File: config.mk
export PLATFORM = sky130hd
export DESIGN_NAME = pecell_mc
export DESIGN_NICKNAME = d
export VERILOG_FILES = /design/src/rtl/pecell_mc.sv
export SDC_FILE = /design/constraint.sdc
export NUM_CORES = 2
export LEC_CHECK = 0
export BUFFER_PORTS_ARGS = -buffer_cell sky130_fd_sc_hd__clkbuf_2
export CAP_MARGIN = 20
export CORE_UTILIZATION = 70
export CTS_CLUSTER_SIZE = 20
export DETAILED_ROUTE_END_ITERATION = 10
export GPL_TIMING_DRIVEN = 0
export PLACE_DENSITY = 0.87
export SYNTH_ARGS = -nofsm -noshare
export SYNTH_HDL_FRONTEND = slang
export SYNTH_SLANG_ARGS = --single-unit
File: constraint.sdc
create_clock -name i_clk -period 22.4 [get_ports i_clk]
set_clock_uncertainty 0.05 [all_clocks]
set_input_delay 2.24 -clock i_clk [delete_from_list [all_inputs] [get_ports i_clk]]
set_output_delay 2.24 -clock i_clk [all_outputs]
set_load 0.01 [all_outputs]
File: src/rtl/pecell_mc.sv
// pecell_mc - multi-lane processing-element cell.
//
// Loads operands into a local buffer, runs lane-wise signed multiply-accumulate
// of an input stream against the buffer, and streams buffer contents back out.
// Configured through a small APB register slave.
//
// Ports:
//   i_clk, i_rst                       clock, asynchronous active-high reset
//   i_pe_id                            cell identifier (readable at APB 0x4)
//   i_psel/i_penable/i_pwrite/i_paddr/i_pwdata, o_prdata/o_pready
//                                      APB slave, zero wait states
//   i_cs_n/i_cvalid/i_work_mode/i_waddr
//                                      command port (0 LOAD, 1 MAC, 2 READ)
//   i_wdata/i_wdata_valid/i_wdata_last, o_wdata_busy
//                                      input beat stream
//   o_rdata/o_rdata_valid/o_rdata_last, i_rdata_busy
//                                      output beat stream
//   o_pe_busy                          command in progress
//
// Build option: define PECELL_SAT_EN to clamp MAC lane results to the signed
// LANE_W range (and flag STATUS.sat_hit); otherwise lane results are truncated.
//
// state   | meaning
// --------+------------------------------------------------
// S_IDLE  | waiting for a command
// S_LOAD  | writing input beats into the buffer
// S_MAC   | accumulating input beats x buffer, per lane
// S_DRAIN | presenting the single MAC result beat
// S_READ  | streaming RLEN+1 buffer entries out

module pecell_mc #(
   parameter int WID_BUS  = 32,
   parameter int NUM_LANE = 4,
   parameter int DEPTH    = 32,
   parameter int ID_W     = 1,
   localparam int AW      = $clog2(DEPTH)
) (
   input  logic               i_clk,
   input  logic               i_rst,
   input  logic [ID_W-1:0]    i_pe_id,
   input  logic               i_psel,
   input  logic               i_penable,
   input  logic               i_pwrite,
   input  logic [3:0]         i_paddr,
   input  logic [7:0]         i_pwdata,
   output logic [7:0]         o_prdata,
   output logic               o_pready,
   input  logic               i_cs_n,
   input  logic               i_cvalid,
   input  logic [1:0]         i_work_mode,
   input  logic [AW-1:0]      i_waddr,
   input  logic [WID_BUS-1:0] i_wdata,
   input  logic               i_wdata_valid,
   input  logic               i_wdata_last,
   output logic               o_wdata_busy,
   output logic [WID_BUS-1:0] o_rdata,
   output logic               o_rdata_valid,
   output logic               o_rdata_last,
   input  logic               i_rdata_busy,
   output logic               o_pe_busy
);

   localparam int LANE_W = WID_BUS / NUM_LANE;
   localparam int ACC_W  = 2 * LANE_W + 8;

   typedef enum logic [2:0] {S_IDLE, S_LOAD, S_MAC, S_DRAIN, S_READ} state_t;

   state_t r_state, w_state_nxt;

   logic                     r_en;
   logic [4:0]               r_shift;
   logic [7:0]               r_rlen;
   logic                     r_cmd_drop;
   logic                     r_mode_err;
   logic                     r_sat_hit;
   logic [AW-1:0]            r_ptr;
   logic [7:0]               r_cnt;
   logic [WID_BUS-1:0]       r_rdata;
   logic                     r_rdata_valid;
   logic                     r_rdata_last;
   logic signed [ACC_W-1:0]  r_acc [NUM_LANE];
   logic [WID_BUS-1:0]       r_buf [DEPTH];

   logic                     w_apb_wr, w_apb_rd, w_w1c;
   logic                     w_cmd, w_accept, w_drop_set, w_mode_err_set, w_sat_set;
   logic                     w_win, w_rcons, w_mac_last;
   logic [WID_BUS-1:0]       w_buf_rd, w_buf_wa;
   logic signed [LANE_W-1:0]   w_op_a [NUM_LANE];
   logic signed [LANE_W-1:0]   w_op_b [NUM_LANE];
   logic signed [2*LANE_W-1:0] w_prod [NUM_LANE];
   logic signed [ACC_W-1:0]    w_acc_nxt [NUM_LANE];
   logic [WID_BUS-1:0]       w_res;
   logic                     w_sat_any;
`ifdef PECELL_SAT_EN
   localparam logic signed [ACC_W-1:0] SAT_MAX =
      {{(ACC_W-LANE_W+1){1'b0}}, {(LANE_W-1){1'b1}}};
   localparam logic signed [ACC_W-1:0] SAT_MIN =
      {{(ACC_W-LANE_W+1){1'b1}}, {(LANE_W-1){1'b0}}};
   logic signed [ACC_W-1:0]  w_shr [NUM_LANE];
`endif

   assign o_pready      = 1'b1;
   assign o_pe_busy     = (r_state != S_IDLE);
   assign o_wdata_busy  = !((r_state == S_LOAD) || (r_state == S_MAC));
   assign o_rdata       = r_rdata;
   assign o_rdata_valid = r_rdata_valid;
   assign o_rdata_last  = r_rdata_last;

   assign w_apb_wr       = i_psel & i_penable & i_pwrite;
   assign w_apb_rd       = i_psel & i_penable & ~i_pwrite;
   assign w_w1c          = w_apb_wr & (i_paddr == 4'h3);
   assign w_cmd          = i_cvalid & ~i_cs_n;
   assign w_accept       = w_cmd & r_en & (r_state == S_IDLE);
   assign w_drop_set     = w_cmd & (r_state != S_IDLE);
   assign w_mode_err_set = w_accept & (i_work_mode == 2'd3);
   assign w_win          = i_wdata_valid & ~o_wdata_busy;
   assign w_rcons        = r_rdata_valid & ~i_rdata_busy;
   assign w_mac_last     = (r_state == S_MAC) & w_win & i_wdata_last;
   assign w_sat_set      = w_mac_last & w_sat_any;
   assign w_buf_rd       = r_buf[r_ptr];
   // READ presents its first beat on the accept edge, before r_ptr is loaded.
   assign w_buf_wa       = r_buf[i_waddr];

   always_comb begin
      o_prdata = '0;
      if (w_apb_rd) begin
         case (i_paddr)
            4'h0:    o_prdata = {7'b0, r_en};
            4'h1:    o_prdata = {3'b0, r_shift};
            4'h2:    o_prdata = r_rlen;
            4'h3:    o_prdata = {4'b0, r_sat_hit, r_mode_err, r_cmd_drop, o_pe_busy};
            4'h4:    o_prdata = 8'(i_pe_id);
            default: o_prdata = '0;
         endcase
      end
   end

   // The result beat is formed from the accumulator value including the
   // final beat, so it can be registered on the same edge that beat lands.
   always_comb begin
      w_res     = '0;
      w_sat_any = 1'b0;
      for (int l = 0; l < NUM_LANE; l++) begin
         w_op_a[l]    = $signed(i_wdata[l*LANE_W +: LANE_W]);
         w_op_b[l]    = $signed(w_buf_rd[l*LANE_W +: LANE_W]);
         w_prod[l]    = w_op_a[l] * w_op_b[l];
         w_acc_nxt[l] = r_acc[l] + $signed({{(ACC_W-2*LANE_W){w_prod[l][2*LANE_W-1]}}, w_prod[l]});
`ifdef PECELL_SAT_EN
         w_shr[l] = w_acc_nxt[l] >>> r_shift;
         if (w_shr[l] > SAT_MAX) begin
            w_res[l*LANE_W +: LANE_W] = SAT_MAX[LANE_W-1:0];
            w_sat_any = 1'b1;
         end else if (w_shr[l] < SAT_MIN) begin
            w_res[l*LANE_W +: LANE_W] = SAT_MIN[LANE_W-1:0];
            w_sat_any = 1'b1;
         end else begin
            w_res[l*LANE_W +: LANE_W] = w_shr[l][LANE_W-1:0];
         end
`else
         w_res[l*LANE_W +: LANE_W] = LANE_W'(w_acc_nxt[l] >>> r_shift);
`endif
      end
   end

   always_ff @(posedge i_clk or posedge i_rst) begin
      if (i_rst) r_state <= S_IDLE;
      else       r_state <= w_state_nxt;
   end

   always_comb begin
      w_state_nxt = r_state;
      case (r_state)
         S_IDLE: begin
            if (w_accept) begin
               case (i_work_mode)
                  2'd0:    w_state_nxt = S_LOAD;
                  2'd1:    w_state_nxt = S_MAC;
                  2'd2:    w_state_nxt = S_READ;
                  default: w_state_nxt = S_IDLE;
               endcase
            end
         end
         S_LOAD:  if (w_win && i_wdata_last) w_state_nxt = S_IDLE;
         S_MAC:   if (w_win && i_wdata_last) w_state_nxt = S_DRAIN;
         S_DRAIN: if (w_rcons) w_state_nxt = S_IDLE;
         S_READ:  if (w_rcons && (r_cnt == 8'd0)) w_state_nxt = S_IDLE;
         default: w_state_nxt = S_IDLE;
      endcase
   end

   // Buffer has no reset so its contents survive a reset pulse.
   always_ff @(posedge i_clk) begin
      if ((r_state == S_LOAD) && w_win) r_buf[r_ptr] <= i_wdata;
   end

   always_ff @(posedge i_clk or posedge i_rst) begin
      if (i_rst) begin
         r_en          <= 1'b0;
         r_shift       <= '0;
         r_rlen        <= '0;
         r_cmd_drop    <= 1'b0;
         r_mode_err    <= 1'b0;
         r_sat_hit     <= 1'b0;
         r_ptr         <= '0;
         r_cnt         <= '0;
         r_rdata       <= '0;
         r_rdata_valid <= 1'b0;
         r_rdata_last  <= 1'b0;
         for (int l = 0; l < NUM_LANE; l++) r_acc[l] <= '0;
      end else begin
         if (w_apb_wr) begin
            case (i_paddr)
               4'h0:    r_en    <= i_pwdata[0];
               4'h1:    r_shift <= i_pwdata[4:0];
               4'h2:    r_rlen  <= i_pwdata;
               default: ;
            endcase
         end
         // Set events override a simultaneous write-one-to-clear.
         r_cmd_drop <= w_drop_set     | (r_cmd_drop & ~(w_w1c & i_pwdata[1]));
         r_mode_err <= w_mode_err_set | (r_mode_err & ~(w_w1c & i_pwdata[2]));
         r_sat_hit  <= w_sat_set      | (r_sat_hit  & ~(w_w1c & i_pwdata[3]));

         case (r_state)
            S_IDLE: begin
               if (w_accept) begin
                  r_ptr <= i_waddr;
                  for (int l = 0; l < NUM_LANE; l++) r_acc[l] <= '0;
                  if (i_work_mode == 2'd2) begin
                     r_rdata       <= w_buf_wa;
                     r_rdata_valid <= 1'b1;
                     r_rdata_last  <= (r_rlen == 8'd0);
                     r_cnt         <= r_rlen;
                     r_ptr         <= i_waddr + AW'(1);
                  end
               end
            end
            S_LOAD: begin
               if (w_win) r_ptr <= r_ptr + AW'(1);
            end
            S_MAC: begin
               if (w_win) begin
                  r_ptr <= r_ptr + AW'(1);
                  for (int l = 0; l < NUM_LANE; l++) r_acc[l] <= w_acc_nxt[l];
                  if (i_wdata_last) begin
                     r_rdata       <= w_res;
                     r_rdata_valid <= 1'b1;
                     r_rdata_last  <= 1'b1;
                  end
               end
            end
            S_DRAIN: begin
               if (w_rcons) begin
                  r_rdata_valid <= 1'b0;
                  r_rdata_last  <= 1'b0;
               end
            end
            S_READ: begin
               if (w_rcons) begin
                  if (r_cnt == 8'd0) begin
                     r_rdata_valid <= 1'b0;
                     r_rdata_last  <= 1'b0;
                  end else begin
                     r_rdata      <= w_buf_rd;
                     r_ptr        <= r_ptr + AW'(1);
                     r_cnt        <= r_cnt - 8'd1;
                     r_rdata_last <= (r_cnt == 8'd1);
                  end
               end
            end
            default: ;
         endcase
      end
   end

endmodule
==> results of run 1 <==
## metal layers
layer	GRT overflow	GRT usage, %
met4	571	76.81
met1	173	87.10
met2	1209	97.79
met3	167	74.71
met5	30	50.39
## per-stage QoR
stage,setup slack [ps],util (%),cell area (µm²)
after CTS,10200,78.49,84140
after floorplan,14160,-,75820
after detailed placement,10710,74.87,80260
after global placement,9875,72.83,78080
## synthesized netlist by cell type (42+ instances only)
master,number,share of area [%]
nand2_1,306,1.5
and2_1,131,1.1
nand3_1,54,0.36
a22oi_1,133,1.3
o21ai_0,175,1.2
nand4_1,47,0.39
dfrtp_1,163,5.4
ha_1,223,3.7
a22o_1,57,0.66
fa_1,416,11
edfxtp_1,1024,41
a21oi_1,126,0.83
buf_2,54,0.36
a211oi_1,48,0.48
inv_1,596,3.0
nand2b_1,42,0.35
mux4_2,606,18
clkbuf_1,196,0.97
mux2i_1,60,0.79
o211ai_1,44,0.44
nor2_1,201,1.0
xnor2_1,58,0.67
nor2b_1,42,0.35
nor3_1,50,0.33
## logic make-up after synthesis
family	Yosys count	share of synthesized area [%]
compound gates	883	8.164
mux	695	19.28
flops	1187	45.94
simple gates	973	6.307
fa+ha+maj	639	14.66
xor+xnor	82	0.9654
other cells	1	0.004946
buf+inv	899	4.672
==> flow_metrics.tcl, run 1 <==
set metrics [dict create \
    outcome "aborted with a tool error" \
    lastStage "global routing" \
    stop_error "[ERROR GRT-0116] Global routing finished with congestion. Check the congestion regions in the DRC Viewer." \
    first_global_vias 74490 \
    gp_congestion 1.046 \
    postSynthAreaPerCell_um2 14.15 \
    synthArstFlopShare_pct 13.73 \
    syn_nets 6060 \
    grt_max_degree 86 \
    place_hpwl_um 247300 \
    initial_core_util_pct 70.72 \
    grt_usage_pct 84.95 \
    synth-seq-area-share_pct 45.94 \
    synth_warnings 0 \
    io_buffers 101 \
    synth_edf_count 1024 \
    synth.distinct_cells 99 \
    cts-resized-gates 0 \
    numClockSinks 1187 \
    die_w_um 331.1 \
    h-tree-depth 3 \
    ioPinCount 107 \
    grt_pass1_wl_um 634800 \
    root_buffer "clkbuf_16" \
    synth_area_um2 75820 \
    die_h_um 331.1 \
    cts_buffers 119 \
    ys_ff_latch 1187 \
    synthCells 5359 \
    cts_hold_buf 0 \
    clock_path_buffers 3 \
    dp.cells 6957 \
    gr-total-overflow 2150 \
    rows 120 \
    synth-main-ff-cell "edfxtp_1" \
    cts_setup_buffers 0 \
]
==> run 2: changes to the inputs <==
Settings changed: CORE_UTILIZATION 70 to 40, CTS_CLUSTER_SIZE 20 to default, PLACE_DENSITY 0.87 to default, PLACE_DENSITY_LB_ADDON from default to 0.15.
==> run 2 against run 1 <==
The flow now finishes, with violations (design-rule violations). Area after synthesis unchanged. Synthesized cell count stayed put.
==> flow_metrics.tcl, run 2 <==
set metrics [dict create \
    grt_use_met1_pct 41.24 \
    worstSetupPathType "reg -> reg" \
    die_w_um 437.4 \
    path_clk_slew_ps 70 \
    route.detailed.drc 8 \
    largest_reg_flops 1024 \
    fin_crit_sh_pct 55.59 \
    finalSetupViolCount 0 \
    outcome "complete, but fails checks" \
    top_usage_layer "met2" \
    drv_cap 0 \
    grtUsageMet3_pct 7.379 \
    slew_headroom_pct 13.12 \
    cts_hold_buf 0 \
    synth_edf_count 1024 \
    post-route-min-period_ps 12450 \
    viasPerCell 6.376 \
    synth.distinct_cells 99 \
    postSynthAreaPerCell_um2 14.15 \
    rr_worst_depth 25 \
    hold_viol 0 \
    worst-path-max-fanout 17 \
    gp_congestion 1.006 \
    grt_use_met2_pct 50.01 \
    place_ws_ps 10230 \
    design.die.area_um2 191300 \
    slew_violations 0 \
    top_register "r_buf" \
    holdCritPathClass "reg -> reg" \
    yosysTopAreaCellShare_pct 40.56 \
    arrival_ps 13050 \
    mostFrequentLayoutCells "edfxtp_1, mux4_2, inv_1, fa_1, nand2_1" \
    violations "design-rule violations" \
    cp-end-kind "flop" \
    grt_pass1_wl_um 422200 \
    h-tree-depth 4 \
    yosysTopAreaCell "edfxtp_1" \
    min_path_cells 2 \
    clock_path_buffers 3 \
    dr_total_vias 53380 \
    synth-main-ff-cell "edfxtp_1" \
    clk_latency_ps 830 \
    drt-total-wl_um 304500 \
    initial_core_util_pct 40.33 \
    drt-initial-drc-count 7229 \
    syn_nets 6060 \
    synth_commonest_cells "edfxtp_1, mux4_2, inv_1" \
    timing.fmax_mhz 80.30 \
    synth_area_um2 75820 \
    gr-total-overflow 0 \
    core_area_um2 188000 \
    rows 159 \
    worst-endpoint-required_ps 23000 \
    layout.nets 6450 \
    layout_commonest_cell "edfxtp_1" \
    cts_setup_buffers 0 \
    synth_most_common_cell "edfxtp_1" \
    startpoint_type "flop" \
    drt-pass1-iter-count 9 \
    tightest_slew_ps 1300 \
    area_delta_synth_final_pct 15.11 \
    wl_per_cell_um 36.38 \
    synthArstFlopShare_pct 13.73 \
    drive_gt1_share_pct 20.87 \
    worst_slack_ps 9947 \
    first_global_vias 53120 \
    rsz0062_at_grt "false" \
    synth_warnings 0 \
    grt_usage_pct 31.79 \
    numClockSinks 1187 \
    ys_ff_latch 1187 \
    cts_tree "done" \
    fin_setup_tns_ps 0 \
    postRouteAntennaNets 0 \
    cts_buffers 142 \
    synth-seq-area-share_pct 45.94 \
    place_hpwl_um 225400 \
    synthCells 5359 \
    die_h_um 437.4 \
    grt_antenna_before_repair 18 \
    grt_max_degree 101 \
    synth.area.top_cells "edfxtp_1, mux4_2, fa_1, dfrtp_1, ha_1" \
    io_buffers 101 \
    ioPinCount 107 \
    root_buffer "clkbuf_16" \
    cts-resized-gates 0 \
]
run 2: cell counts after synthesis:
No cell type changed its count.
run 2: worst paths after layout:
check | startpoint | to | slack [ps]
worst max-delay path | r_ptr[4]$_DFFE_PP0P_ | o_rdata[12]$_DFFE_PP0P_ | 9950
worst min-delay path | r_acc[75]$_DFFE_PP0P_ | r_acc[75]$_DFFE_PP0P_ | 440
worst max register to register | r_ptr[4]$_DFFE_PP0P_ | o_rdata[12]$_DFFE_PP0P_ | 9950
worst min register to register | r_acc[75]$_DFFE_PP0P_ | r_acc[75]$_DFFE_PP0P_ | 440
max in group asynchronous | i_rst | o_rdata_last$_DFFE_PP0P_ | 19730
min in group asynchronous | i_rst | r_acc[7]$_DFFE_PP0P_ | 1420
run 2: final cells by class:
type	instances	area (µm²)
timing repair buffer	246	3298
tap	2495	3122
sequential	1187	34830
clock buffer	178	3791
inverter	600	2260
buffer	299	1303
antenna	12	30.03
clock inverter	81	938.4
multi-input combinational	3273	37700
fill	16520	100700
run 2: worst max-delay path, cell delays in order (launching register included):
cell and delay, ps:
dfrtp_1 380, clkbuf_1 830, nor3b_1 1110, clkbuf_1 630, clkbuf_1 930, a22oi_1 220, nand4_1 820, and2_1 960
fa_1 560, inv_1 90, fa_1 440, fa_1 560, inv_1 50, fa_1 440, ha_1 290, ha_1 270
clkbuf_1 240, a21oi_1 350, o211ai_1 230, nand4_1 150, nand3_1 270, o311ai_0 900, nand3_1 210, a31oi_1 710
o2111ai_1 260, o31ai_1 300
run 2: kinds of logic after synthesis:
family                   share of synthesized area (%)
AO/OA/AOI/OAI                                    8.164
XOR/XNOR                                        0.9654
adder cells (fa/ha/maj)                          14.66
buffers and inverters                            4.672
flip-flops                                       45.94
multiplexers                                     19.28
other                                         0.004946
AND/OR/NAND/NOR                                  6.307
run 2: layer usage:
metal,up-vias,share of wire (%)
met5,-,0.022
met4,8,5.7
met3,767,10
met2,3216,46
met1,28120,38
li1,21270,-
run 2: through the flow:
stage / hold WS, ps / cell area [µm²] / util (%) / instances
final: 438.5 / 87280 / 46.42 / 8371
after CTS: 445.6 / 87010 / 46.28 / 8345
after floorplan: 399.8 / 75820 / - / 5359
after global placement: 424.5 / 79440 / 42.26 / 7955
after detailed placement: 431.8 / 82280 / 43.76 / 8086
after global routing: 467.0 / 87250 / 46.41 / 8361
Power of run 2 is not shown: default switching activity piles up to over one toggle a cycle in this logic, so the estimate is an artifact.
